File: config.mk
export PLATFORM = sky130hd
export DESIGN_NAME = si_dac_driver_flat
export DESIGN_NICKNAME = d
export VERILOG_FILES = /design/src/rtl/si_dac_driver_if.sv /design/src/rtl/si_dac_driver.sv /design/src/flat_wrapper.sv
export SDC_FILE = /design/constraint.sdc
export NUM_CORES = 1
export LEC_CHECK = 0
export ABC_AREA = 0
export CORE_ASPECT_RATIO = 0.8
export CORE_MARGIN = 1
export CORE_UTILIZATION = 30
export DETAILED_ROUTE_END_ITERATION = 16
export PLACE_DENSITY = 0.53
export SLEW_MARGIN = 5
export SYNTH_ARGS = -nofsm -noshare
export SYNTH_HDL_FRONTEND = slang
export SYNTH_SLANG_ARGS = --single-unit
export TNS_END_PERCENT = 20
File: constraint.sdc
create_clock -name clk -period 2.3 [get_ports clk]
set_clock_uncertainty 0.1 [all_clocks]
set_input_delay 0.575 -clock clk [delete_from_list [all_inputs] [get_ports clk]]
set_output_delay 0.575 -clock clk [all_outputs]
set_load 0.02 [all_outputs]
File: src/rtl/si_dac_driver_if.sv
// Sample handshake between the sine-sample source and the DAC frame driver.
//   din       : N-bit sample word, MSB shifted first
//   din_valid : source holds a valid sample on din
//   din_ready : driver holding buffer is empty
// master = sample source, slave = si_dac_driver.
interface si_dac_driver_if #(
  parameter int N = 12
);
  logic [N-1:0] din;
  logic         din_valid;
  logic         din_ready;

  modport master (output din, output din_valid, input din_ready);
  modport slave  (input din, input din_valid, output din_ready);
endinterface

File: src/rtl/si_dac_driver.sv
// Parallel-to-serial frame generator for the 12-bit serial DAC stage.
// Buffers one sample, shifts it out MSB-first with SI_en high for N cycles,
// then pulses soc for one cycle, then idles GAP cycles before the next frame.
//   clk, rst_n : clock and synchronous active-low reset
//   in_if      : sample handshake (slave side); din_ready = holding buffer empty
//   SI, SI_en  : serial data and shift enable to the DAC
//   soc        : one-cycle start-of-conversion pulse per frame
//   busy       : frame in progress (SHIFT, SOC or GAP)
//   frame_cnt  : number of soc pulses issued, wraps modulo 2^CNT_W
module si_dac_driver #(
  parameter int N     = 12,
  parameter int GAP   = 2,
  parameter int CNT_W = 16
) (
  input  logic             clk,
  input  logic             rst_n,
  si_dac_driver_if.slave   in_if,
  output logic             SI,
  output logic             SI_en,
  output logic             soc,
  output logic             busy,
  output logic [CNT_W-1:0] frame_cnt
);

  localparam int CMAX = (N > GAP) ? N : GAP;
  localparam int CW   = $clog2(CMAX + 1);

  typedef enum logic [1:0] {S_IDLE, S_SHIFT, S_SOC, S_GAP} state_t;

  state_t           state_q;
  logic [N-1:0]     buf_q;
  logic             buf_full_q;
  logic [N-1:0]     shreg_q;
  logic [CW-1:0]    cnt_q;
  logic             si_en_q;
  logic             soc_q;
  logic             busy_q;
  logic [CNT_W-1:0] frame_cnt_q;

  logic accept;
  logic reload;

  assign in_if.din_ready = ~buf_full_q;
  assign accept          = in_if.din_valid & ~buf_full_q;

  // Reload decision points: idle, end of SOC when there is no gap, last GAP cycle.
  assign reload = buf_full_q &
                  ((state_q == S_IDLE) ||
                   ((state_q == S_SOC) && (GAP == 0)) ||
                   ((state_q == S_GAP) && (cnt_q == '0)));

  always_ff @(posedge clk) begin
    if (!rst_n) begin
      state_q     <= S_IDLE;
      buf_full_q  <= 1'b0;
      shreg_q     <= '0;
      cnt_q       <= '0;
      si_en_q     <= 1'b0;
      soc_q       <= 1'b0;
      busy_q      <= 1'b0;
      frame_cnt_q <= '0;
    end else begin
      if (accept) begin
        buf_q      <= in_if.din;
        buf_full_q <= 1'b1;
      end

      if (reload) begin
        state_q    <= S_SHIFT;
        shreg_q    <= buf_q;
        cnt_q      <= CW'(N - 1);
        si_en_q    <= 1'b1;
        soc_q      <= 1'b0;
        busy_q     <= 1'b1;
        buf_full_q <= 1'b0;
      end else begin
        case (state_q)
          S_IDLE: ;
          S_SHIFT: begin
            // Zeros shift in, so SI is already 0 by the time SOC is reached.
            shreg_q <= shreg_q << 1;
            if (cnt_q == '0) begin
              state_q     <= S_SOC;
              si_en_q     <= 1'b0;
              soc_q       <= 1'b1;
              frame_cnt_q <= frame_cnt_q + 1'b1;
            end else begin
              cnt_q <= cnt_q - 1'b1;
            end
          end
          S_SOC: begin
            soc_q <= 1'b0;
            if (GAP > 0) begin
              state_q <= S_GAP;
              cnt_q   <= CW'(GAP - 1);
            end else begin
              state_q <= S_IDLE;
              busy_q  <= 1'b0;
            end
          end
          S_GAP: begin
            if (cnt_q == '0) begin
              state_q <= S_IDLE;
              busy_q  <= 1'b0;
            end else begin
              cnt_q <= cnt_q - 1'b1;
            end
          end
          default: state_q <= S_IDLE;
        endcase
      end
    end
  end

  assign SI        = shreg_q[N-1];
  assign SI_en     = si_en_q;
  assign soc       = soc_q;
  assign busy      = busy_q;
  assign frame_cnt = frame_cnt_q;

endmodule

File: src/flat_wrapper.sv
// flat-port wrapper written by rule: the top's interface ports become plain ports
module si_dac_driver_flat 
#(
  parameter int N     = 12,
  parameter int GAP   = 2,
  parameter int CNT_W = 16
)
  (clk, rst_n, SI, SI_en, soc, busy, frame_cnt, in_if_din, in_if_din_valid, in_if_din_ready);
  si_dac_driver_if #(.N(N)) in_if_i ();
  input  logic clk;
  input  logic rst_n;
  output logic SI;
  output logic SI_en;
  output logic soc;
  output logic busy;
  output logic [CNT_W-1:0] frame_cnt;
  input wire logic [$bits(in_if_i.din)-1:0] in_if_din;
  input wire logic [$bits(in_if_i.din_valid)-1:0] in_if_din_valid;
  output wire logic [$bits(in_if_i.din_ready)-1:0] in_if_din_ready;
  assign in_if_i.din = in_if_din;
  assign in_if_i.din_valid = in_if_din_valid;
  assign in_if_din_ready = in_if_i.din_ready;
  si_dac_driver #(.N(N), .GAP(GAP), .CNT_W(CNT_W)) u_core (.clk(clk), .rst_n(rst_n), .in_if(in_if_i), .SI(SI), .SI_en(SI_en), .soc(soc), .busy(busy), .frame_cnt(frame_cnt));
endmodule
Yosys cells after proc, flatten, opt, wreduce, memory -nomap -nowiden
Cells that the tools add are included.

storage, ports and cells
  output and inout bits = 21
  memories = 0
  bits in read-only memories = 0
  bits in registers = 50
  latch bits = 0
  bits in writable memories = 0

cells by class
  $add $sub $neg = 2
  bitwise logic cells = 5
  shifts and indexed selects = 0
  divide/modulo/power cells = 0
  $lt $le $gt $ge = 0
  reduce and logical (&&, ||, !) cells = 23
  multipliers = 0
  mux-type cells = 16
  eq/ne operators = 9

operators by type and width
  kind                                                                     count
  12-bit 2-to-1 mux                                                        2
  16-bit by 1-bit adder with 16-bit output, second input constant          1
  2-bit AND reduction                                                      6
  2-bit nonzero test                                                       5
  3-bit AND reduction                                                      3
  4-bit 2-to-1 mux                                                         2
  4-bit one-hot mux with 2 select lines                                    1
  1-bit 2-to-1 mux                                                         7
  3-bit by 2-bit inequality test with 1-bit output, second input constant  2
  2-bit one-hot mux with 3 select lines                                    1
  3-bit nonzero test                                                       2
  2-bit equality test, second input constant                               2
  4-bit logical NOT                                                        1
  2-bit 2-to-1 mux                                                         2
  2-bit inequality test, second input constant                             2
  4-bit nonzero test                                                       1
  2-bit OR reduction                                                       2
  4-bit by 1-bit subtractor with 4-bit output, second input constant       1
  3-bit by 1-bit inequality test with 1-bit output, second input constant  1
  1-bit NOT                                                                3
  1-bit AND                                                                2
  2-bit by 1-bit equality test with 1-bit output, second input constant    1
  2-bit logical NOT                                                        1
  2-bit by 1-bit inequality test with 1-bit output, second input constant  1
  3 further kinds                                                          3

Depth between registers and ports, before layout
  depth in word-level cells = 6
  mapped depth = 7

Worst setup path after synthesis
OpenSTA, ideal clock, no wires.

  path kind = register -> register
  start point = register u_core.state_q[0]
  end point = register u_core.frame_cnt_q[14], in the netlist u_core.frame_cnt[14]
  setup slack = 0.331 ns
  arrival = 1.799 ns
  stages on the path, launching flop included = 7
  path buffers = 1
  period minus slack after synthesis = 1.969 ns
  required time = 2.130 ns
  cell sequence = dfxtp_1 -> ha_1 -> nand4bb_1 -> buf_6 -> or4_4 -> or3_1 -> a21oi_1

on the way
  cells in the longest elaborated chain, start to end = 6

RTL lines
  element                            RTL line             RTL
  start: declaration                 si_dac_driver.sv:30  state_t state_q;
  start signal: assignment           si_dac_driver.sv:54  state_q <= S_IDLE;
  start signal: assignment           si_dac_driver.sv:69  state_q <= S_SHIFT;
  start signal: assignment           si_dac_driver.sv:83  state_q <= S_SOC;
  2-bit equality test                si_dac_driver.sv:50  ((state_q == S_GAP) && (cnt_q == '0)));
  1-bit logical AND                  si_dac_driver.sv:50
  1-bit logical OR                   si_dac_driver.sv:49  ((state_q == S_SOC) && (GAP == 0)) ||
  1-bit AND                          si_dac_driver.sv:47  assign reload = buf_full_q &
  1-bit NOT (no line)                n/a
  3-bit AND reduction (no line) (*)  n/a
  end signal: assignment             si_dac_driver.sv:86  frame_cnt_q <= frame_cnt_q + 1'b1;
  end: declaration                   si_dac_driver.sv:38  logic [CNT_W-1:0] frame_cnt_q;

Every way passes the cells marked *; elsewhere a longest branch is shown, timed or not.
A chain may end at the register's enable or synchronous reset.

Worst setup path after layout
  start point = register u_core.frame_cnt_q[3], in the netlist u_core.frame_cnt[3]
  end point = output port frame_cnt[3]

RTL lines
  element           RTL line            RTL
  end: declaration  flat_wrapper.sv:16  output logic [CNT_W-1:0] frame_cnt;

No word-level cell between the ends.

==> results.py <==
metrics = {
    "setup_path": {
        "path_cells": "clkdlybuf4s50_1",
        "start_kind": "flip-flop",
        "critPathTopFamily": "buffers and inverters",
        "critPathRequiredTime_ps": 1620,
        "path_buf_inv": 1,
        "critPathKind": "flip-flop to output port",
        "r2r_slack_ps": 290,
        "worstPathMaxFanout": 6,
        "worstPathArrival_ps": 1410,
        "rr_endpoint": "u_core.frame_cnt[14]",
        "worst_path_largest_cell_delay_ps": 650,
        "worst_path_max_delay_cell": "clkdlybuf4s50_1",
        "r2r_cells": 6,
        "worstReg2RegStart": "u_core.cnt_q[0]",
        "cp-end-kind": "output port",
    },
    "clock_network": {
        "cts_buffer_depth": 2,
        "htreeDepth": 2,
        "cts.sinks": 50,
        "cts_tree": "done",
        "cts-root-buf": "clkbuf_8",
        "cts_resized": 0,
        "post_cts_buffers": 0,
        "path_clk_slew_ps": 100,
        "cts_hold_buffers": 0,
        "insertion_delay_ps": 310,
        "cts_made_buffers": 5,
    },
    "grt": {
        "grt_pass1_vias": 1509,
        "grt_pass1_wl_mm": 7.196,
        "grt_max_degree": 27,
        "gr-usage-all-layers_pct": 11.91,
        "antenna_found_initial": 0,
        "grt_overflow_total": 0,
    },
    "sta": {
        "rsz0062_at_grt": "no",
        "holdWs_ps": 377.9,
        "worst_pin_slew_ps": 321.8,
        "final-setup-viol-count": 0,
        "timing.final.max_slew_violations": 0,
        "hold_viol": 0,
        "fin_crit_ps": 2087,
        "max_freq_mhz": 479.2,
        "maxSlewHeadroom_pct": 78.35,
        "fin_crit_sh_pct": 90.74,
        "tns_ps": 0,
    },
    "flow_run": {
        "cap_viol_max_count": 0,
    },
    "routing": {
        "first_pass_iters": 4,
        "drt_iter0_markers": 76,
        "drc": 0,
        "routed_via_density": 4.658,
        "route.detailed.wl_per_inst_um": 12.28,
        "vias": 1621,
        "detail-route-antenna-nets": 0,
        "routed_wl_mm": 4.273,
    },
    "place": {
        "dp_hpwl_mm": 2.957,
        "gp_congestion": 0.7479,
        "io_buffers": 35,
    },
    "die": {
        "die_x_um": 97.00,
        "row_count": 27,
        "dieArea_sq_mm": 0.007565,
        "boundaryPins": 36,
        "fp.dieH_um": 78.00,
        "core_region_area_sq_mm": 0.006925,
        "initial_utilization_pct": 31.27,
    },
    "hold_path": {
        "hp-class": "flip-flop to flip-flop",
        "min_from": "u_core.SI_en",
        "min_to": "u_core.SI_en",
        "hold_path_depth": 2,
    },
    "finish": {
        "fillCellCount": 687,
        "final_nets": 283,
        "area_delta_synth_final_pct": 26.86,
        "diodes": 0,
        "final_util_pct": 39.67,
        "drive_gt1_share_pct": 8.812,
    },
    "synthesis": {
        "yosys_warnings": 0,
        "avgSynthCellArea_sq_um": 9.935,
        "synth_fp_nets": 241,
        "synth_top_flop_cell": "dfxtp_1",
        "yosysSeqAreaShare_pct": 51.76,
        "synth_seq_cells": 50,
        "muxShareOfSynthArea_pct": 6.470,
        "syn-cell-area_sq_mm": 0.002166,
        "synth-xor-area-share_pct": 4.448,
        "synth_cell_types": 36,
        "syn_inst": 218,
        "async_flop_share_pct": 0,
        "synth_compound_area_share_pct": 10.80,
        "synth-simple-area-share_pct": 18.20,
        "synth_top_family_by_area": "simple AND/OR/NAND/NOR gates",
        "synth_edf_count": 12,
        "synth_fa_ha_area_share_pct": 4.622,
    },
    "power_and_ir_drop": {
        "irDropWorstVdd_v": 0.0002906,
        "power.leakage_nw": 0.9636,
        "power.total_mw": 1.952,
        "powerDensity_mw_per_mm2": 710.3,
    },
    "outcome": {
        "status": "finished, final reports clean",
    },
}
-- per-layer routing --
layer	vias to the layer above	GRT usage (%)	share of wire (%)
li1	858	-	-
met1	732	17.63	55
met2	23	16.62	40
met3	8	2.703	3.5
met4	0	4.478	1.5
met5	-	0	0
-- layout make-up --
class                           count  area [sq um]  share of cell area, %
Sequential cell                    50          1121                  40.80
Multi-Input combinational cell    149         964.7                  35.11
Timing Repair Buffer               44         417.9                  15.21
Tap cell                           87         108.9                  3.962
Clock buffer                        5         68.82                  2.505
Clock inverter                      3         28.78                  1.047
Inverter                           10         37.54                  1.366
-- worst min-delay path: cells and delay by family (launching register included) --
kind / cells / cell delay (ps)
flops: 1 / 330
compound gates: 1 / 50
simple gates: 1 / 60
-- report_power, final --
group	internal (mW)	total (mW)	switching, mW
clock	0.226	0.544	0.319
combinational	0.180	0.386	0.206
sequential	0.971	1.02	0.0502
total	1.38	1.95	0.574
-- cells in the mapped netlist, types with 2 or more instances --
library cell / n / area share, %
dfxtp_1: 38 / 35
nor2_1: 32 / 5.5
nand2_1: 15 / 2.6
mux2i_1: 14 / 6.5
a211oi_1: 12 / 4.2
edfxtp_1: 12 / 17
a21oi_1: 11 / 2.5
inv_1: 10 / 1.7
ha_1: 8 / 4.6
xnor2_1: 8 / 3.2
clkbuf_1: 7 / 1.2
nor3_1: 7 / 1.6
nand4_1: 5 / 1.4
o21ai_0: 5 / 1.2
nand2b_1: 4 / 1.2
nand3_1: 4 / 0.92
nor4_1: 3 / 0.87
xor2_1: 3 / 1.2
and3_1: 2 / 0.58
and4bb_2: 2 / 1.2
-- through the flow --
step | cells | area [sq um] | worst slack [ps]
floorplan | 218 | 2166 | 330.8
global placement | 340 | 2650 | 279.8
detailed placement | 340 | 2650 | 269.1
CTS | 348 | 2748 | 191.1
global route | 348 | 2748 | 134.5
finish | 348 | 2748 | 213.0
-- worst max-delay path by stage --
stage | to | slack, ps | start | cells after the start
6_report | frame_cnt[3] | 210 | u_core.frame_cnt[3] | 1
5_1_grt | frame_cnt[7] | 130 | u_core.frame_cnt[7] | 1
4_1_cts | frame_cnt[3] | 190 | u_core.frame_cnt[3] | 1
3_5_place_dp | u_core.buf_q[5] | 270 | rst_n | 3
3_3_place_gp | u_core.buf_q[4] | 280 | rst_n | 3
2_1_floorplan | u_core.frame_cnt[14] | 330 | u_core.state_q[0] | 6
-- layout by cell type, fill, tap and decap left out, drive strengths merged, types with 2 or more instances in the layout --
cell | Yosys | routed
nand2 | 15 | 15
nor3 | 7 | 7
a211oi | 12 | 12
clkdlybuf4s50 | 0 | 35
a21oi | 11 | 11
clkbuf | 7 | 5
xor2 | 3 | 3
ha | 8 | 8
and3 | 2 | 2
xnor2 | 8 | 8
inv | 10 | 11
dfxtp | 38 | 38
clkinv | 0 | 2
buf | 2 | 9
and4bb | 2 | 2
mux2i | 14 | 14
nor2 | 32 | 32
o21ai | 6 | 6
nand3 | 4 | 4
nand2b | 4 | 4
nor4 | 3 | 3
edfxtp | 12 | 12
nand4 | 5 | 5
-- flip-flops by register name, summed over array words and instances (netlist names) --
register and flops:
u_core.SI_en 1, u_core.buf_full_q 1, u_core.buf_q 12, u_core.busy 1
u_core.cnt_q 4, u_core.frame_cnt 16, u_core.shreg_q 12, u_core.soc 1
u_core.state_q 2
-- kinds of logic (layout without fill, tap and decap cells) --
kind of cell / Yosys count / in the layout
muxes: 14 / 14
adders and majority gates: 8 / 8
DFF: 50 / 50
buffers and inverters: 19 / 62
and+or+nand+nor: 80 / 80
xor gates and xnor gates: 11 / 11
AOI/OAI and AO/OA: 36 / 36
(Power assumes the default switching activity.)
==> RTL edit (same settings) <==
The 4 states of `state_t` get a one-hot encoding in 4 bits.
--- a/src/rtl/si_dac_driver.sv
+++ b/src/rtl/si_dac_driver.sv
@@ -26,5 +26,5 @@
   localparam int CW   = $clog2(CMAX + 1);
 
-  typedef enum logic [1:0] {S_IDLE, S_SHIFT, S_SOC, S_GAP} state_t;
+  typedef enum logic [3:0] {S_IDLE = 4'b0001, S_SHIFT = 4'b0010, S_SOC = 4'b0100, S_GAP = 4'b1000} state_t;
 
   state_t           state_q;
Behaviour: same outputs for any inputs over 10 cycles, from zero or initial values and one cycle with rst_n low; not proved beyond that.
==> RTL edit against the original RTL <==
- area after synthesis grew 3.6%
- final cell count grew 8.0%
- design area up 5.9%
- power is 9.6% lower
- worst setup slack got worse by 140 ps
- sequential cell count rose by 2
- wire length is 15% higher
- sequential share of layout area down 0.90 points
- worst hold slack worse by 8.4 ps
- critical endpoint is now u_core.frame_cnt[12]$_SDFFE_PN0P_
==> RTL edit: results (changes against the original RTL) <==
INFO  metric result_of_the_run = complete, no violations
INFO  metric min_from = u_core.shreg_q[10]$_SDFFE_PN0P_
INFO  metric whs = 370 ps (-8.38 ps)
INFO  metric gr-usage-all-layers = 0.129 (+0.00976)
INFO  metric capturing_point_of_the_worst_reg2reg_path = u_core.frame_cnt[12]$_SDFFE_PN0P_
INFO  metric vdd.ir_drop.worst = 0.000282 V (-3.0%)
INFO  metric critical_path_peak_fanout = 8 (+2)
INFO  metric detail_route.wl_per_cell = 13.1 um (+6.7%)
INFO  metric power.leakage = 0.00102 uW (+5.5%)
INFO  metric synthTopCellsByCount = 40 x dfxtp_1, 38 x nand2_1, 26 x nor2_1
INFO  metric drt-initial-drc-count = 78 (+2.6%)
INFO  metric grt_first_pass_wirelength = 8080 um (+12%)
INFO  metric reg2reg_slack = 70 ps (-220 ps)
INFO  metric hpwl = 3380 um (+14%)
INFO  metric final_layout_size_suffix_gt1_frac = 0.128 (+0.0399)
INFO  metric synth-edff-count = 12 (unchanged)
INFO  metric grt_pass1_vias = 1,673 (+11%)
INFO  metric seq_area_frac_synth = 0.517 (about the same)
INFO  metric grt_max_degree = 29 (+7.4%)
INFO  metric regToRegStartpoint = u_core.state_q[3]$_SDFFE_PP0P_
INFO  metric worst_slew_margin_relative_to_its_limit = 0.593 (-0.190)
INFO  metric synth_area_leaders = dfxtp_1 36%, edfxtp_1 16%, nand2_1 6.4%
INFO  metric route.vias.total = 1,850 (+14%)
INFO  metric finalWeightedCongestion = 0.742 (-0.75%)
INFO  metric final_net_count = 305 (+7.8%)
INFO  metric timing_worst_setup_path_type = reg2reg
INFO  metric synth.net_count = 261 (+8.3%)
INFO  metric placement.setup.worst_slack = 16.6 ps (-253 ps)
INFO  metric flip_flop_count_of_the_largest_register_after_layout = 16 (unchanged)
INFO  metric whs_endpoint = u_core.shreg_q[10]$_SDFFE_PN0P_
INFO  metric max_clock_freq = 448 MHz (-6.5%)
-- RTL edit: cell count changes in the layout (fill, tap and decap cells not counted), sizes merged, moves of 6 or more --
cell and change:
nand2 +23, ha -6, nand3 +6, a211oi -10, mux2i -9, nor2 -6, buf +8, a311oi +10
-- RTL edit: cell type report --
type,instances,area (sq um)
Clock buffer,6,72.6
Clock inverter,2,13.8
Fill cell,680,4150
Inverter,11,41.3
Multi-Input combinational cell,166,1010
Sequential cell,52,1160
Tap cell,87,109
Timing Repair Buffer,52,503
-- RTL edit: critical path, cell delays in order (launching register included) --
cell,delay [ps]
dfxtp_1,310
or4b_1,630
or4_4,600
or3_1,360
a21oi_1,160
-- RTL edit: metal layers --
layer  global-route usage  part of all wire  vias up
met4               0.0284            0.0047        0
met2                0.204              0.44       32
li1                     -                 -      953
met5                    0                 0        -
met3               0.0299             0.029        2
met1                0.179              0.52      863
-- RTL edit: logic make-up (layout without fill, tap and decap cells) --
| logic type | count (synthesis) | in the layout | share of synthesized area |
|---|---|---|---|
| xor+xnor | 8 | 8 | 0.0312 |
| mux | 5 | 5 | 0.0223 |
| flops | 52 | 52 | 0.517 |
| compound gates | 43 | 43 | 0.134 |
| buf+inv | 26 | 71 | 0.0468 |
| fa+ha+maj | 2 | 2 | 0.0111 |
| simple gates | 108 | 108 | 0.237 |
-- RTL edit: through the flow --
| step | instance area, sq um | power, uW | instances |
|---|---|---|---|
| detailed placement | 2810 | 1260 | 368 |
| floorplan | 2270 | 1170 | 244 |
| finish | 2910 | 1760 | 376 |
| global placement | 2810 | 1260 | 368 |
| CTS | 2900 | 1790 | 376 |
| global route | 2910 | 1860 | 376 |
-- RTL edit: repair_timing --
action | 4_1_cts | 5_1_grt
resized for setup | 1 | 1
pin swaps | 0 | 1
hold buffers | 0 | 0
setup buffers | 0 | 0
setup endpoints to repair | 2 | 4
-- RTL edit: worst max-delay path by stage --
stage               cells after the start  slack (ps)                                end
floorplan                               8          20  u_core.frame_cnt[14]$_SDFFE_PN0P_
global placement                        6          80  u_core.frame_cnt[10]$_SDFFE_PN0P_
detailed placement                      6          20  u_core.frame_cnt[12]$_SDFFE_PN0P_
CTS                                     6          80  u_core.frame_cnt[12]$_SDFFE_PN0P_
global route                            6           8  u_core.frame_cnt[12]$_SDFFE_PN0P_
finish                                  4          70  u_core.frame_cnt[12]$_SDFFE_PN0P_
-- RTL edit: where the power goes --
part / internal [uW] / leakage, uW / switching [uW]
logic: 121 / 0.000534 / 122
registers: 978 / 0.000437 / 24.1
clock network: 218 / 0.0000456 / 302
total: 1320 / 0.00102 / 448
